### src/rtl/sort4_frame_ctrl_pkg.sv
// Shared definitions for the four-lane frame sorter: lane count, FSM states
// and the pad-value helper used to fill unused lanes.
package sorter_pkg;

   localparam int unsigned NUM_LANES = 4;
   localparam int unsigned CNT_W     = 3;
   localparam int unsigned MAX_WIDTH = 64;

   typedef enum logic [1:0] {
      FILL,
      SORT,
      HOLD
   } state_t;

   // All-ones in the low 'width' bits; callers cast to their key width.
   function automatic logic [MAX_WIDTH-1:0] pad_fill(input int unsigned width);
      logic [MAX_WIDTH-1:0] v;
      v = '0;
      for (int unsigned i = 0; i < MAX_WIDTH; i++) begin
         if (i < width) v[i] = 1'b1;
      end
      return v;
   endfunction

endpackage

### src/rtl/sort4_frame_ctrl_if.sv
// Key-in and sorted-frame-out handshakes of the frame sorter.
interface sort4_frame_ctrl_if #(
   parameter int unsigned WIDTH = 16
);
   logic                 in_valid;
   logic                 in_ready;
   logic [WIDTH-1:0]     in_data;
   logic                 in_last;
   logic                 out_valid;
   logic                 out_ready;
   logic [4*WIDTH-1:0]   out_data;
   logic [2:0]           out_count;
   logic                 busy;

   modport master (
      output in_valid, in_data, in_last, out_ready,
      input  in_ready, out_valid, out_data, out_count, busy
   );

   modport slave (
      input  in_valid, in_data, in_last, out_ready,
      output in_ready, out_valid, out_data, out_count, busy
   );
endinterface

### src/rtl/sort4_frame_ctrl_net.sv
// Combinational 4-input ascending sorting network, 5 comparators, depth 3.
// Lane 0 (smallest) sits in the low WIDTH bits of both a and d.
module sortingNetwork4 #(
   parameter int unsigned WIDTH = 16
) (
   input  logic [4*WIDTH-1:0] a,
   output logic [4*WIDTH-1:0] d
);

   logic [WIDTH-1:0] w_s0 [4];
   logic [WIDTH-1:0] w_s1 [4];
   logic [WIDTH-1:0] w_s2 [4];
   logic [WIDTH-1:0] w_s3 [4];

   always_comb begin
      for (int unsigned i = 0; i < 4; i++) w_s0[i] = a[i*WIDTH +: WIDTH];

      // stage 1: (0,1) (2,3)
      w_s1[0] = (w_s0[0] <= w_s0[1]) ? w_s0[0] : w_s0[1];
      w_s1[1] = (w_s0[0] <= w_s0[1]) ? w_s0[1] : w_s0[0];
      w_s1[2] = (w_s0[2] <= w_s0[3]) ? w_s0[2] : w_s0[3];
      w_s1[3] = (w_s0[2] <= w_s0[3]) ? w_s0[3] : w_s0[2];

      // stage 2: (0,2) (1,3)
      w_s2[0] = (w_s1[0] <= w_s1[2]) ? w_s1[0] : w_s1[2];
      w_s2[2] = (w_s1[0] <= w_s1[2]) ? w_s1[2] : w_s1[0];
      w_s2[1] = (w_s1[1] <= w_s1[3]) ? w_s1[1] : w_s1[3];
      w_s2[3] = (w_s1[1] <= w_s1[3]) ? w_s1[3] : w_s1[1];

      // stage 3: (1,2)
      w_s3[0] = w_s2[0];
      w_s3[1] = (w_s2[1] <= w_s2[2]) ? w_s2[1] : w_s2[2];
      w_s3[2] = (w_s2[1] <= w_s2[2]) ? w_s2[2] : w_s2[1];
      w_s3[3] = w_s2[3];

      d = '0;
      for (int unsigned i = 0; i < 4; i++) d[i*WIDTH +: WIDTH] = w_s3[i];
   end

endmodule

### src/rtl/sort4_frame_ctrl.sv
// Frame sequencer: collects up to four keys, pads, sorts in one SORT cycle,
// then holds the ascending frame until the downstream handshake.
module sort4_frame_ctrl
   import sorter_pkg::*;
#(
   parameter int unsigned      WIDTH = 16,
   parameter logic [WIDTH-1:0] PAD   = WIDTH'(pad_fill(WIDTH))
) (
   input  logic               clk,
   input  logic               rst,
   sort4_frame_ctrl_if.slave  bus
);

   state_t                 r_state;
   state_t                 w_next;
   logic [CNT_W-1:0]       r_cnt;
   logic [WIDTH-1:0]       r_slot [NUM_LANES];
   logic [4*WIDTH-1:0]     r_out_data;
   logic [CNT_W-1:0]       r_out_count;
   logic [4*WIDTH-1:0]     w_lanes;
   logic [4*WIDTH-1:0]     w_sorted;
   logic                   w_accept;
   logic                   w_release;

   always_comb begin
      w_lanes = '0;
      for (int unsigned i = 0; i < NUM_LANES; i++) w_lanes[i*WIDTH +: WIDTH] = r_slot[i];
   end

   sortingNetwork4 #(.WIDTH(WIDTH)) u_net (
      .a (w_lanes),
      .d (w_sorted)
   );

   assign w_accept  = bus.in_valid && (r_state == FILL);
   assign w_release = bus.out_ready && (r_state == HOLD);

   always_comb begin
      w_next        = r_state;
      bus.in_ready  = 1'b0;
      bus.out_valid = 1'b0;
      unique case (r_state)
         FILL: begin
            bus.in_ready = 1'b1;
            if (w_accept && (bus.in_last || r_cnt == CNT_W'(NUM_LANES - 1))) w_next = SORT;
         end
         SORT: w_next = HOLD;
         HOLD: begin
            bus.out_valid = 1'b1;
            if (bus.out_ready) w_next = FILL;
         end
         default: w_next = FILL;
      endcase
   end

   always_ff @(posedge clk) begin
      if (rst) begin
         r_state     <= FILL;
         r_cnt       <= '0;
         r_out_data  <= '0;
         r_out_count <= '0;
         for (int unsigned i = 0; i < NUM_LANES; i++) r_slot[i] <= PAD;
      end else begin
         r_state <= w_next;
         if (w_accept) begin
            r_slot[r_cnt[1:0]] <= bus.in_data;
            r_cnt              <= r_cnt + CNT_W'(1);
         end
         if (r_state == SORT) begin
            r_out_data  <= w_sorted;
            r_out_count <= r_cnt;
         end
         // Pad reload happens on the way back to FILL so the next frame starts clean.
         if (w_release) begin
            r_cnt <= '0;
            for (int unsigned i = 0; i < NUM_LANES; i++) r_slot[i] <= PAD;
         end
      end
   end

   assign bus.out_data  = r_out_data;
   assign bus.out_count = r_out_count;
   assign bus.busy      = (r_state != FILL) || (r_cnt != '0);

endmodule

### src/flat_wrapper.sv
// flat-port wrapper written by rule: the top's interface ports become plain ports
module sort4_frame_ctrl_flat import sorter_pkg::*;
#(
   parameter int unsigned      WIDTH = 16,
   parameter logic [WIDTH-1:0] PAD   = WIDTH'(pad_fill(WIDTH))
)
  (clk, rst, bus_in_valid, bus_in_data, bus_in_last, bus_out_ready, bus_in_ready, bus_out_valid, bus_out_data, bus_out_count, bus_busy);
  sort4_frame_ctrl_if #(.WIDTH(WIDTH)) bus_i ();
  input  logic clk;
  input  logic rst;
  input wire logic [$bits(bus_i.in_valid)-1:0] bus_in_valid;
  input wire logic [$bits(bus_i.in_data)-1:0] bus_in_data;
  input wire logic [$bits(bus_i.in_last)-1:0] bus_in_last;
  input wire logic [$bits(bus_i.out_ready)-1:0] bus_out_ready;
  output wire logic [$bits(bus_i.in_ready)-1:0] bus_in_ready;
  output wire logic [$bits(bus_i.out_valid)-1:0] bus_out_valid;
  output wire logic [$bits(bus_i.out_data)-1:0] bus_out_data;
  output wire logic [$bits(bus_i.out_count)-1:0] bus_out_count;
  output wire logic [$bits(bus_i.busy)-1:0] bus_busy;
  assign bus_i.in_valid = bus_in_valid;
  assign bus_i.in_data = bus_in_data;
  assign bus_i.in_last = bus_in_last;
  assign bus_i.out_ready = bus_out_ready;
  assign bus_in_ready = bus_i.in_ready;
  assign bus_out_valid = bus_i.out_valid;
  assign bus_out_data = bus_i.out_data;
  assign bus_out_count = bus_i.out_count;
  assign bus_busy = bus_i.busy;
  sort4_frame_ctrl #(.WIDTH(WIDTH), .PAD(PAD)) u_core (.clk(clk), .rst(rst), .bus(bus_i));
endmodule
### config.mk
export PLATFORM = sky130hd
export DESIGN_NAME = sort4_frame_ctrl_flat
export DESIGN_NICKNAME = d
export VERILOG_FILES = /design/src/rtl/sort4_frame_ctrl_pkg.sv /design/src/rtl/sort4_frame_ctrl_if.sv /design/src/rtl/sort4_frame_ctrl_net.sv /design/src/rtl/sort4_frame_ctrl.sv /design/src/flat_wrapper.sv
export SDC_FILE = /design/constraint.sdc
export NUM_CORES = 1
export LEC_CHECK = 0
export ABC_AREA = 1
export CAP_MARGIN = 15
export CORE_ASPECT_RATIO = 2
export CORE_MARGIN = 10
export CORE_UTILIZATION = 52
export DETAILED_ROUTE_END_ITERATION = 16
export PLACE_DENSITY = 0.85
export REMOVE_ABC_BUFFERS = 1
export SLEW_MARGIN = 20
export SYNTH_ARGS = -nofsm -noshare
export SYNTH_HDL_FRONTEND = slang
export SYNTH_SLANG_ARGS = --single-unit
### constraint.sdc
create_clock -name clk -period 15.34 [get_ports clk]
set_input_delay 3.068 -clock clk [delete_from_list [all_inputs] [get_ports clk]]
set_output_delay 3.068 -clock clk [all_outputs]
set_load 0.02 [all_outputs]
* After elaboration in Yosys (flattened, before gate mapping) *
Memory sizes are Yosys's and may differ from the RTL's.
Cells that the tools add are included.

word-level totals
  input bits = 21
  bits in writable memories = 64
  logic and storage cells = 61
  memories = 1
  register bits = 72
  output and inout bits = 70

memories
  memory         words  bits a word  read ports  clocked after memory_dff  wr ports  RTL line                RTL
  u_core.r_slot  4      16           4           0                         4         sort4_frame_ctrl.sv:17  logic [WIDTH-1:0] r_slot [NUM_LANES];

operators by class
  reductions and logical operators = 11
  equality and inequality tests = 5
  magnitude comparators = 5
  bitwise logic cells = 4
  add/sub/neg operators = 1
  muxes and demuxes = 30

operators with widths
  cell                                                                    number
  16-bit two-way mux                                                      15
  16-bit <= comparator                                                    5
  16-bit OR reduction                                                     1
  1-bit two-way mux                                                       11
  2-bit two-way mux                                                       3
  2-bit one-hot mux with 3 select lines                                   1
  2-bit inequality test (second input constant)                           2
  1-bit OR                                                                4
  3-bit by 1-bit adder with 3-bit output (second input constant)          1
  3-bit by 2-bit equality test with 1-bit output (second input constant)  1
  1-bit logical AND                                                       3
  3-bit nonzero test                                                      1
  2-bit by 1-bit equality test with 1-bit output (second input constant)  1
  2-bit equality test (second input constant)                             1
  2-bit logical NOT                                                       1
  1-bit logical OR                                                        2
  2-bit AND reduction                                                     1
  2-bit nonzero test                                                      1
  2-bit OR reduction                                                      1

* Logic depth before layout (Yosys ltp) *
  depth after elaboration = 7
  gate-level depth with buffers = 41

* Modules after synthesis *
A second synthesis with hierarchy kept.

unflattened totals
  cell total of the unflattened synthesis = 1262
  area total of the unflattened synthesis = 9156.3 µm²

by module, submodules not included
  module            seq. area each (µm²)  instances  cells each  area an instance (µm²)
  sort4_frame_ctrl  3363.2                1          490         4966.0
  sortingNetwork4   0.0                   1          772         4190.3

* Worst setup path after synthesis *
No wires, ideal clock.

  path kind = reg2reg
  start point = mem u_core.r_slot[2][9]
  end point = reg u_core.r_out_data[17] (netlist: u_core.bus.out_data[17])
  data arrival time = 5.275 ns
  period minus slack after synthesis = 5.346 ns
  required time = 15.270 ns
  path slack = 9.994 ns
  buffers on the path = 4
  cell stages (with the launch flop) = 38
  library setup time = 0.070 ns
  path through = edfxtp_1 > ha_1 > nand2_1 > nand2_1 > nand2_1 > nand2_1 > a21oi_1 > nand2_2 > nand2_2 > buf_6 > clkbuf_1 > nand2_1 > o21ai_0 > inv_1 > ha_1 > a21oi_1 > nor2_1 > a211oi_1 > [2 not listed] > nand2_4 > nand2_4 > buf_6 > nand2_1 > nand2_1 > ha_1 > nand2_1 > inv_1 > a221oi_1 > o221ai_1 > nand2_1 > o211ai_1 > o21ai_1 > inv_1 > clkbuf_1 > a21oi_1 > nand2_1 > a21oi_1

RTL lines
  element               RTL line                RTL
  from (decl)           sort4_frame_ctrl.sv:17
  to (signal assigned)  sort4_frame_ctrl.sv:70  r_out_data <= w_sorted;
  to (decl)             sort4_frame_ctrl.sv:18  logic [4*WIDTH-1:0] r_out_data;

==> flow_metrics.env <==
export IMPL_comb_power_share_pct=45.8
export IMPL_netlist_instances=1218
export IMPL_setup_violations=0
export IMPL_worstSetupEndpointType="flop"
export IMPL_worstHoldStart="u_core.bus.out_data[37]"
export IMPL_dieArea_mm2=0.0231
export IMPL_finalInstanceArea_mm2=0.0104
export IMPL_p_leak_nw=4.84
export IMPL_power_density_mw_per_mm2=143
export IMPL_finalNonFillerCells=1494
export IMPL_regToRegEndpoint="u_core.bus.out_data[37]"
export IMPL_p_seq_share_pct=27.9
export IMPL_slew_headroom_pct=32.4
export IMPL_synth_top_area_share_pct=21.6
export IMPL_hold_path_end="u_core.bus.out_data[37]"
export IMPL_dp_cells=1462
export IMPL_yosys_warnings=0
export IMPL_drc=0
export IMPL_timing_final_ws_setup_ns=7.42
export IMPL_yosys_register_bits=136
export IMPL_via_per_inst=5.53
export IMPL_cts_made_buffers=17
export IMPL_io_pins=91
export IMPL_start_kind="flop"
export IMPL_clkPwrFrac_pct=26.3
export IMPL_critical_path_top_delay_family="simple AND/OR/NAND/NOR gates"
export IMPL_synth_seq_area_share_pct=37.7
export IMPL_max_freq_ghz=0.126
export IMPL_swShare_pct=43.7
export IMPL_synthTopCellsByArea="edfxtp_1, dfxtp_1, nand2_1"
export IMPL_place_area_mm2=0.00983
export IMPL_r2r_start="u_core.r_slot[0][10]"
export IMPL_grt_overflow_total=0
export IMPL_diodes=0
export IMPL_fin_skew_ns=0.0102
export IMPL_port_buffers=90
export IMPL_ant_nets=0
export IMPL_muxShareOfSynthArea_pct=0
export IMPL_status="completed"
export IMPL_final_setup_tns_ns=0
export IMPL_switching_power_mw=0.651
export IMPL_globalRouteTotalUtil_pct=20.5
export IMPL_drt_iter0_markers=490
export IMPL_clkLatencyLatePin_ns=0.44
export IMPL_p_int_mw=0.838
export IMPL_max_vdd_ir_drop_v=0.000101
export IMPL_synth_compound_area_share_pct=14.0
export IMPL_yosysTopAreaCell="edfxtp_1"
export IMPL_synth_area_per_cell_um2=7.32
export IMPL_crit_type="reg -> reg"
export IMPL_die_x_um=113
export IMPL_drt_total_wl_mm=23.4
export IMPL_slowest_stage="inv_1"
export IMPL_dpl_worst_slack_ns=7.48
export IMPL_clock_sinks=136
export IMPL_critical_path_required_ns=15.63
export IMPL_cts_resized=0
export IMPL_htreeDepth=4
export IMPL_worst_slew_pin_slew_ns=1.01
export IMPL_crit_arrival_ns=8.21
export IMPL_cpMostUsedCell="nand2_1"
export IMPL_reg2reg_slack_ns=7.42
export IMPL_post_cts_buffers=0
export IMPL_syn_area_mm2=0.00891
export IMPL_hpwl_mm=18.0
export IMPL_synth_fa_ha_area_share_pct=11.6
export IMPL_drive_above_1_share_pct=4.58
export IMPL_rr_worst_depth=29
export IMPL_core_area_mm2=0.0168
export IMPL_finalCritPeriodShare_pct=51.7
export IMPL_drt_pass1_iter_count=6
export IMPL_critPathBufInv=3
export IMPL_hold_viol=0
export IMPL_period_needed_ns=7.92
export IMPL_cts_tree="done"
export IMPL_grt_antenna_before_repair=0
export IMPL_critPathLaunch="u_core.r_slot[0][10]"
export IMPL_hold_slack_ns=0.462
export IMPL_vias=8267
export IMPL_hold_depth=2
export IMPL_start_util_pct=52.9
export IMPL_cts_root_buf="clkbuf_16"
export IMPL_ctsHoldBuffers=0
export IMPL_cp_max_fo=64
export IMPL_wl_per_cell_um=15.6
export IMPL_critPathMaxStageDelay_ns=0.78
export IMPL_synth_top_family_by_area="simple AND/OR/NAND/NOR gates"
export IMPL_cap_violations=0
export IMPL_syn_to_final_growth_pct=16.6
export IMPL_hp_class="reg -> reg"
export IMPL_layout_nets=1378
export IMPL_place_congestion=0.953
export IMPL_grt_max_degree=88
export IMPL_ys_types=40
export IMPL_clkTransAtPathRegs_ns=0.06
export IMPL_clock_tree_buffer_depth=2
export IMPL_first_global_vias=8173
export IMPL_drv_slew=0
export IMPL_die_h_um=205
export IMPL_synthXorXnorAreaFrac_pct=0
export IMPL_rows=67
export IMPL_yosys_area_share_simple_pct=27.0
export IMPL_grt_pass1_wl_mm=39.3
export IMPL_grt_setup_unrepaired="false"
[through the flow]
| stage | utilization [%] | total power [mW] |
|---|---|---|
| floorplan | - | 0.891 |
| global placement | 58.4 | 1.07 |
| detailed placement | 58.4 | 1.09 |
| CTS | 61.7 | 1.48 |
| global route | 61.7 | 1.60 |
| finish | 61.7 | 1.49 |
[final cells by class]
class                   instances  area (um2)
well taps                     207         259
repair buffers                 94         926
clock inverters                15         131
flip-flops and latches        136        3360
multi-input cells             872        4710
inverters                     153         574
clock buffers                  17         425
fillers                      1507        6460
[how the worst max path moves through the flow]
stage | endpoint | slack [ns] | cells past startpoint
after CTS | u_core.bus.out_data[37] | 7.54 | 29
after global routing | u_core.bus.out_data[42] | 6.60 | 31
after detailed placement | u_core.bus.out_data[22] | 7.48 | 31
final | u_core.bus.out_data[37] | 7.42 | 29
after global placement | u_core.bus.out_data[37] | 7.56 | 31
after floorplan | u_core.bus.out_data[16] | 8.30 | 29
[tightest hold or removal path: stages (launching register included)]
cell and delay [ns]:
dfxtp_1 0.31, nand2_1 0.06, a21oi_1 0.05
[layout by cell type (no fill, tap or decap), types with 2 or more instances in the layout]
cell type / count
nand4_4: 2
nand3_2: 2
o21ai_0: 62
nand3_1: 137
o211ai_1: 2
clkbuf_16: 17
edfxtp_1: 64
o21bai_1: 3
inv_2: 2
o21a_1: 2
o21ai_2: 2
nor2_1: 29
a211oi_1: 3
nand3b_1: 2
inv_6: 6
inv_8: 3
nand4_1: 5
a21oi_1: 132
nor4_1: 3
nand2_1: 337
nand2_4: 4
a21o_1: 2
and2_1: 15
nor3_2: 2
o21ai_1: 30
inv_1: 151
nand2_2: 5
ha_1: 83
clkinvlp_4: 3
clkinv_4: 2
buf_4: 4
clkdlybuf4s50_1: 89
dfxtp_1: 72
[power by group through the flow]
stage / registers, mW / clock network, mW / logic [mW]
6_report: 0.416 / 0.391 / 0.682
5_1_grt: 0.419 / 0.410 / 0.767
4_1_cts: 0.416 / 0.393 / 0.673
3_5_place_dp: 0.424 / 0 / 0.666
3_3_place_gp: 0.423 / 0 / 0.647
2_1_floorplan: 0.446 / 0 / 0.444
[Yosys cell counts, drive strengths merged]
library cell  instances
a2111oi               1
a211oi                3
a21o                  2
a21oi               132
a221oi                1
and2                 15
and3                  1
buf                  20
clkbuf               37
clkinv                1
dfxtp                72
edfxtp               64
ha                   83
inv                 152
nand2               346
nand3               139
nand3b                2
nand4                 8
nor2                 31
nor3                  3
nor4                  3
o211ai                2
o21a                  2
o21ai                94
o21bai                3
o221ai                1
[metal layers]
metal	GRT usage, %	part of all wire [%]	up-vias
met5	0	0	-
met2	37.9	54	225
met4	9.97	3.0	0
li1	-	-	4150
met3	4.02	4.5	41
met1	21.4	38	3851
[state kept, by name (all words and copies together), names as in the netlist]
name and flops:
u_core.bus.out_data 64, u_core.r_slot 64, u_core.bus.out_count 3, u_core.r_cnt 3
u_core.r_state 2
[logic make-up after synthesis]
kind of cell | after synthesis
adder cells (fa/ha/maj) | 83
buffers and inverters | 210
AND/OR/NAND/NOR | 548
AO/OA/AOI/OAI | 241
flip-flops | 136
No activity file was read; power rests on OpenSTA's default activity.
